[src/rtl/pipe_stage_buf.sv]
// ---------------------------------------------------------------------------
// pipe_stage_buf : elastic pipeline-stage register (valid/ready FIFO).
//
// Carries one packed stage bundle of WIDTH bits across a pipeline boundary.
// DEPTH entries let upstream keep issuing while downstream stalls; flush kills
// every buffered entry at the next edge (mispredict / trap).
//
// Optional build macro: PIPE_STAGE_BUF_BYPASS_EN
//   defined   -> an empty buffer forwards in_data straight to out_data in the
//                same cycle when downstream is ready (0-cycle latency,
//                combinational in->out path).
//   undefined -> registered only, minimum latency 1 cycle.
//
// Ports
//   clk, rstn        clock (rising edge), asynchronous active-low reset
//   flush            synchronous kill of all buffered entries
//   in_valid/ready   upstream handshake, in_data = bundle offered
//   out_valid/ready  downstream handshake, out_data = head bundle (0 if none)
//   count            number of valid entries 0..DEPTH
//   full, empty      count == DEPTH, count == 0
// ---------------------------------------------------------------------------
module pipe_stage_buf #(
   parameter  int WIDTH = 32,
   parameter  int DEPTH = 2,
   localparam int CW    = $clog2(DEPTH + 1)
) (
   input  logic             clk,
   input  logic             rstn,
   input  logic             flush,
   input  logic             in_valid,
   output logic             in_ready,
   input  logic [WIDTH-1:0] in_data,
   output logic             out_valid,
   input  logic             out_ready,
   output logic [WIDTH-1:0] out_data,
   output logic [CW-1:0]    count,
   output logic             full,
   output logic             empty
);

   localparam int             PW   = (DEPTH > 1) ? $clog2(DEPTH) : 1;
   localparam logic [PW-1:0]  LAST = PW'(DEPTH - 1);
   localparam logic [CW-1:0]  CMAX = CW'(DEPTH);

   logic [WIDTH-1:0] mem [DEPTH];
   logic [PW-1:0]    wr_ptr, rd_ptr;
   logic             push, pop, byp;

   assign full     = (count == CMAX);
   assign empty    = (count == '0);
   // in_ready deliberately ignores out_ready: no out_ready -> in_ready path.
   assign in_ready = !full;

`ifdef PIPE_STAGE_BUF_BYPASS_EN
   // Empty buffer and a ready consumer: hand the bundle straight through.
   assign byp = empty & in_valid & out_ready & !flush;
`else
   assign byp = 1'b0;
`endif

   // A bypassed bundle is consumed in flight, so it is neither stored nor popped.
   assign push      = in_valid & in_ready & !flush & !byp;
   assign pop       = !empty & out_ready & !flush;
   assign out_valid = !empty | byp;

   // Zero when nothing is presented so the next stage sees deterministic data.
   always_comb begin
      out_data = '0;
      if (!empty)
         out_data = mem[rd_ptr];
`ifdef PIPE_STAGE_BUF_BYPASS_EN
      else if (byp)
         out_data = in_data;
`endif
   end

   // Storage is not reset; only pointers and count define what is valid.
   always_ff @(posedge clk) begin
      if (push)
         mem[wr_ptr] <= in_data;
   end

   // Pointers wrap by explicit compare, so DEPTH need not be a power of two.
   always_ff @(posedge clk or negedge rstn) begin
      if (!rstn) begin
         wr_ptr <= '0;
         rd_ptr <= '0;
         count  <= '0;
      end else if (flush) begin
         wr_ptr <= '0;
         rd_ptr <= '0;
         count  <= '0;
      end else begin
         if (push)
            wr_ptr <= (wr_ptr == LAST) ? '0 : wr_ptr + PW'(1);
         if (pop)
            rd_ptr <= (rd_ptr == LAST) ? '0 : rd_ptr + PW'(1);
         case ({push, pop})
            2'b10:   count <= count + CW'(1);
            2'b01:   count <= count - CW'(1);
            default: count <= count;
         endcase
      end
   end

endmodule
[config.mk]
export PLATFORM = sky130hd
export DESIGN_NAME = pipe_stage_buf
export DESIGN_NICKNAME = d
export VERILOG_FILES = /design/src/rtl/pipe_stage_buf.sv
export SDC_FILE = /design/constraint.sdc
export NUM_CORES = 1
export LEC_CHECK = 0
export ABC_AREA = 1
export CAP_MARGIN = 20
export CORE_AREA = 4 4 66 83
export DETAILED_ROUTE_END_ITERATION = 6
export DIE_AREA = 0 0 70 87
export DONT_BUFFER_PORTS = 1
export GPL_ROUTABILITY_DRIVEN = 0
export HOLD_SLACK_MARGIN = 0.08
export PLACE_DENSITY = 0.84
export SYNTH_ARGS = -nofsm -noshare
export SYNTH_HDL_FRONTEND = slang
export SYNTH_SLANG_ARGS = --single-unit
[constraint.sdc]
create_clock -name clk -period 5.02 [get_ports clk]
set_input_delay 1.004 -clock clk [delete_from_list [all_inputs] [get_ports clk]]
set_output_delay 1.004 -clock clk [all_outputs]
set_load 0.01 [all_outputs]
==> results of run 1 <==
==> routing by layer <==
layer,global-route usage (%),wire (um)
met1,17.4,1730
met2,28.1,2560
met3,8.31,443
met4,7.84,81
met5,0,0
==> worst max path at each step <==
stage                 from           end  depth (start not counted)
CTS                 rd_ptr  out_data[24]                          4
global route        rd_ptr  out_data[25]                          4
detailed placement  rd_ptr  out_data[24]                          4
global placement    rd_ptr  out_data[31]                          4
finish              rd_ptr  out_data[24]                          4
floorplan            flush     mem[1][0]                          1
==> cell usage in the layout, fill, tap and decap left out, drive strengths merged <==
master,instances
o21ai,2
nor2,3
edfxtp,64
nand3b,1
nand2,82
buf,4
dfrtp,4
clkbuf,11
clkinv,3
bufinv,3
a21oi,34
nand3,2
nor3,1
inv,9
==> report_power, final <==
part	internal [mW]	leakage [nW]	switching [mW]
logic	0.0833	0.339	0.299
registers	0.681	0.639	0.0259
clock network	0.329	0.117	0.186
==> worst max-delay path, stage by stage, from the launching register on <==
cell	delay (ns)
dfrtp_1	0.34
buf_4	0.33
clkinv_1	0.82
nand2_1	0.27
a21oi_1	0.16
==> state kept, by name (all words and copies together) (netlist names) <==
| signal | cells |
|---|---|
| mem | 64 |
| rd_ptr | 1 |
| count | 2 |
| wr_ptr | 1 |
==> stage by stage <==
step / setup WS [ns] / area (um2) / util, % / instances
detailed placement: 2.10 / 2720 / 58.0 / 267
global route: 1.52 / 2950 / 62.9 / 283
CTS: 1.73 / 2950 / 62.9 / 283
global placement: 2.18 / 2720 / 58.0 / 267
floorplan: 1.27 / 2660 / - / 213
finish: 1.77 / 2950 / 62.9 / 283
==> kinds of logic (layout without fill, tap and decap cells) <==
family	after synthesis	in the layout	synth area share, %
DFF	68	68	76.0
AOI/OAI and AO/OA	36	36	6.92
buffers and inverters	20	30	3.15
and+or+nand+nor	89	89	13.9
==> cell type report <==
cell class                 instances  area share [%]
clock inverter                     5            3.39
multi-input combinational        125            18.9
inverter                          10            1.27
clock buffer                      11            4.45
tap                               60            2.54
sequential                        68            68.4
timing repair buffer               4            1.02
==> results by group, run 1 <==
Synth
  • Cell count after synthesis: 213
  • Top cells by instance count after synthesis: 78 x nand2_1, 64 x edfxtp_1, 33 x a21oi_1
  • Post-Syn Nets: 250
  • Top cell type's share of synthesized area: 72.3%
  • Number of flops mapped to enable cells by yosys: 64
  • Sequential cell area fraction in the yosys report: 76.0%
  • Async SR Flop Fraction: 5.88%
  • Netlist cell types: 19
  • Ys Warns: 0
  • Register bit total from synthesis: 68
  • Post-Syn Area: 0.00266 mm2
  • Synth area leaders: edfxtp_1 72%, nand2_1 11%, a21oi_1 6.2%
  • Top-count cell post-synth: nand2_1
  • Syn_area_per_cell: 12.5 um2
  • Main flop type after synthesis: edfxtp_1
  • Biggest area consumer among synthesized cells: edfxtp_1

Floorplan
  • Die height: 87 um
  • Starting Density: 56.6%
  • Area of the core: 0.00469 mm2
  • Die X: 70 um
  • IO Count: 75
  • Full die area: 0.00609 mm2
  • Row count: 28

GRT
  • Vias in the first global route: 1,476
  • Initial antenna violation count: 0
  • GRT Overall Usage: 16.7%
  • First-pass GRT wire length: 7540 um
  • Pin count of the biggest net entering global routing: 35
  • Total gr overflow: 0

Worst setup path
  • Flop2flop setup slack: 2.85 ns
  • Crit path required time: 4.02 ns
  • Setup CP Type: reg2out
  • Critical path arrival: 2.25 ns
  • Reg-to-Reg End: rd_ptr
  • Max Fanout on Critical Path: 34
  • Startpoint Class: flip-flop
  • RR Startpoint: rd_ptr
  • CP endpoint kind: output port
  • Worst reg-to-reg path cell count: 4

Finish
  • Seq. cell area: 0.00202 mm2
  • Layout cell share with drive strength beyond 1: 12.1%
  • Fillers: 355
  • Antenna Cells: 0
  • Layout Area Growth over Synthesis: 11.1%
  • Area of the multi-input gates: 558 um2
  • Post-layout net count: 255

Timing
  • Max_slew headroom: 38.3%
  • Fin crit period: 3.25 ns
  • Count of final max-slew check failures: 0
  • Tcrit/Tclk final: 64.8%
  • Setup Total Neg Slack: 0 ns
  • Final hold slack: 0.362 ns
  • Fmax: 0.308 GHz
  • RSZ-0062 raised after global routing: no
  • Final setup fails: 0
  • Max Clock Skew: 0.0108 ns
  • Actual slew at the worst max-slew pin: 0.919 ns
  • Fin. Hold Viols: 0

Route
  • Routed vias/inst: 5.35
  • Post-route ant nets: 0
  • DRT iter0 DRCs: 64
  • DRT Wirelength: 4820 um
  • Post-DR wirelength/cell: 17.0 um
  • Residual DRC count: 0
  • Vias: 1,513
  • Drt first pass iters: 4

Pwr
  • P_leak: 1.09 nW
  • Pwr dens: 543 mW/mm2
  • Final Power: 1.60 mW
  • Max rail drop VDD: 0.296 mV

CTS
  • Clock Sinks: 68
  • Clk buf depth: 2
  • Clock transition at path regs: 0.07 ns
  • CTS root buffer: clkbuf_8
  • Post-cts resize count: 0
  • Post-CTS setup buffer count: 0
  • CTS tree: done
  • H-Tree Depth: 3
  • Hold_buf cts: 0
  • Clock latency on the worst-skew pair: 0.33 ns
  • CTS Buf Count: 9

Outcome
  • Status: completed

Place
  • Port buffer count: 0
  • DPL Wire Length: 3060 um

Worst hold path
  • Min-delay worst type: in2async

Job
  • MaxCap Viol Count: 0
(Power assumes the default switching activity.)
==> run 2: changes to the inputs <==
==> constraint.sdc (replaced) <==
create_clock -name clk -period 3 [get_ports clk]
set_input_delay 0.6 -clock clk [delete_from_list [all_inputs] [get_ports clk]]
set_output_delay 0.6 -clock clk [all_outputs]
set_load 0.01 [all_outputs]
==> run 2 against run 1 <==
  * Global-route usage is 0.45 points lower
  * First-iteration DRC count is 34% higher
  * Critical endpoint is now out_data[2]
  * Cell count is 0.35% higher
  * Register-to-register slack worse by 2.0 ns
  * Largest cell class unchanged
  * Largest power group unchanged
  * Clock power is 50% higher
  * Power is 62% higher
  * Clock-buffer cell count is 1 higher
==> results by group, run 2 (synthesis results as in run 1) <==
CTS
  • Clock Sinks: 68 (unchanged)
  • Clk buf depth: 2 (unchanged)
  • H-Tree Depth: 3 (unchanged)
  • CTS Buf Count: 9 (unchanged)
  • Clock transition at path regs: 0.07 ns (about the same)
  • CTS tree: done
  • CTS root buffer: clkbuf_8
  • Post-cts resize count: 0 (unchanged)
  • Clock latency on the worst-skew pair: 0.32 ns (about the same)

Floorplan
  • Area of the core: 0.00469 mm2 (unchanged)
  • Starting Density: 56.6% (unchanged)
  • Die X: 70 um (unchanged)
  • Row count: 28 (unchanged)
  • Full die area: 0.00609 mm2 (unchanged)
  • IO Count: 75 (unchanged)
  • Die height: 87 um (unchanged)

Finish
  • Antenna Cells: 0 (unchanged)
  • Top Registers: mem: 64 flops, count: 2 flops
  • Commonest non-fill, non-tap cell in the layout: nand2_1
  • Largest register FFs: 64 (unchanged)
  • Fillers: 354 (-0.28%)
  • Most frequent cells in the layout: 78 x nand2_1, 64 x edfxtp_1, 33 x a21oi_1
  • Layout cell share with drive strength beyond 1: 11.6% (-0.50 points)
  • Seq. cell area: 0.00202 mm2 (unchanged)
  • Layout Area Growth over Synthesis: 11.1% (about the same)
  • Area of the multi-input gates: 569 um2 (+2.0%)
  • Post-layout net count: 256 (+0.39%)
  • Reg with most FFs: mem
  • Non-filler cells, final: 284 (+0.35%)

Place
  • DP Worst Slack: 0.882 ns (-1.21 ns)
  • Post-placement cell count: 267 (unchanged)
  • Port buffer count: 0 (unchanged)
  • DPL Wire Length: 3100 um (+1.6%)

GRT
  • Vias in the first global route: 1,491 (+1.0%)
  • Pin count of the biggest net entering global routing: 35 (unchanged)
  • GRT Overall Usage: 16.2% (-0.45 points)
  • Initial antenna violation count: 0 (unchanged)
  • First-pass GRT wire length: 7260 um (-3.8%)
  • Total gr overflow: 0 (unchanged)

Timing
  • Final setup fails: 0 (unchanged)
  • Fin. Hold Viols: 0 (unchanged)
  • Max_slew headroom: 44.9% (+6.6 points)
  • Setup Total Neg Slack: 0 ns (unchanged)
  • Max Clock Skew: 0.00711 ns (-0.00372 ns)
  • Actual slew at the worst max-slew pin: 0.825 ns (-0.0946 ns)
  • RSZ-0062 raised after global routing: no
  • Tcrit/Tclk final: 77.6%
  • Count of final max-slew check failures: 0 (unchanged)
  • Post-route setup slack: 0.672 ns (-1.10 ns)
  • Final hold slack: 0.366 ns (+0.00451 ns)
  • Fmax: 0.429 GHz
  • Fin crit period: 2.33 ns

Worst setup path
  • Critical path arrival: 1.73 ns (-0.52 ns)
  • Max Fanout on Critical Path: 34 (unchanged)
  • Setup CP Type: reg2out
  • Startpoint Class: flip-flop
  • Crit path required time: 2.40 ns (-1.62 ns)
  • CP endpoint kind: output port

Pwr
  • P_leak: 1.09 nW (-0.31%)
  • Pwr dens: 878 mW/mm2 (+62%)
  • Final Power: 2.59 mW (+62%)
  • Max rail drop VDD: 0.532 mV (+80%)

Route
  • Residual DRC count: 0 (unchanged)
  • Drt first pass iters: 4 (unchanged)
  • Post-DR wirelength/cell: 16.4 um (-3.9%)
  • Vias: 1,502 (-0.73%)
  • DRT Wirelength: 4640 um (-3.6%)
  • Post-route ant nets: 0 (unchanged)
  • Routed vias/inst: 5.29 (-1.1%)
  • DRT iter0 DRCs: 86 (+34%)

Worst hold path
  • Min-delay worst type: in2reg

Outcome
  • Status: completed

Job
  • MaxCap Viol Count: 0 (unchanged)
[run 2: cell type report]
type / instances / share of cell area (%)
sequential: 68 / 68.5
multi-input combinational: 125 / 19.3
clock buffer: 12 / 4.58
tap: 60 / 2.54
clock inverter: 4 / 2.50
timing repair buffer: 5 / 1.36
inverter: 10 / 1.27
[run 2: power breakdown]
| group | internal [mW] | switching [mW] | total [mW] |
|---|---|---|---|
| Clock | 0.469 | 0.303 | 0.772 |
| Combinational | 0.136 | 0.499 | 0.634 |
| Sequential | 1.14 | 0.0463 | 1.19 |
| Total | 1.74 | 0.848 | 2.59 |
[run 2: worst paths after layout]
path	startpoint	to	slack [ns]	depth (start not counted)
min reg2reg	wr_ptr	wr_ptr	0.59	2
max reg2reg	count[0]	mem[0][17]	0.90	7
min in group asynchronous	rstn	count[1]	0.55	1
max in group asynchronous	rstn	count[0]	2.27	1
max	count[1]	out_data[2]	0.67	2
min	in_data[20]	mem[0][20]	0.37	0
[run 2: what timing repair did]
item	in CTS	in global routing
endpoints found under the hold margin	4	0
hold buffers	1	0
buffers inserted	0	0
endpoints found under the setup margin	0	0
[run 2: stage by stage]
step	utilization [%]	area (um2)
after detailed placement	58.2	2730
after global routing	62.9	2950
after CTS	62.9	2950
final	62.9	2950
after global placement	58.2	2730
after floorplan	-	2660
[run 2: routing by layer]
metal	share of wire [%]	vias to the layer above	GRT usage, %
met1	34	695	17.9
met4	2.3	0	9.58
li1	-	740	-
met5	0	-	0
met2	54	58	26.1
met3	9.2	9	6.93
[run 2: worst max-delay path, stage by stage, from the launching register on]
cell,delay (ns)
dfrtp_1,0.48
nor2_4,0.69
a21oi_1,0.22
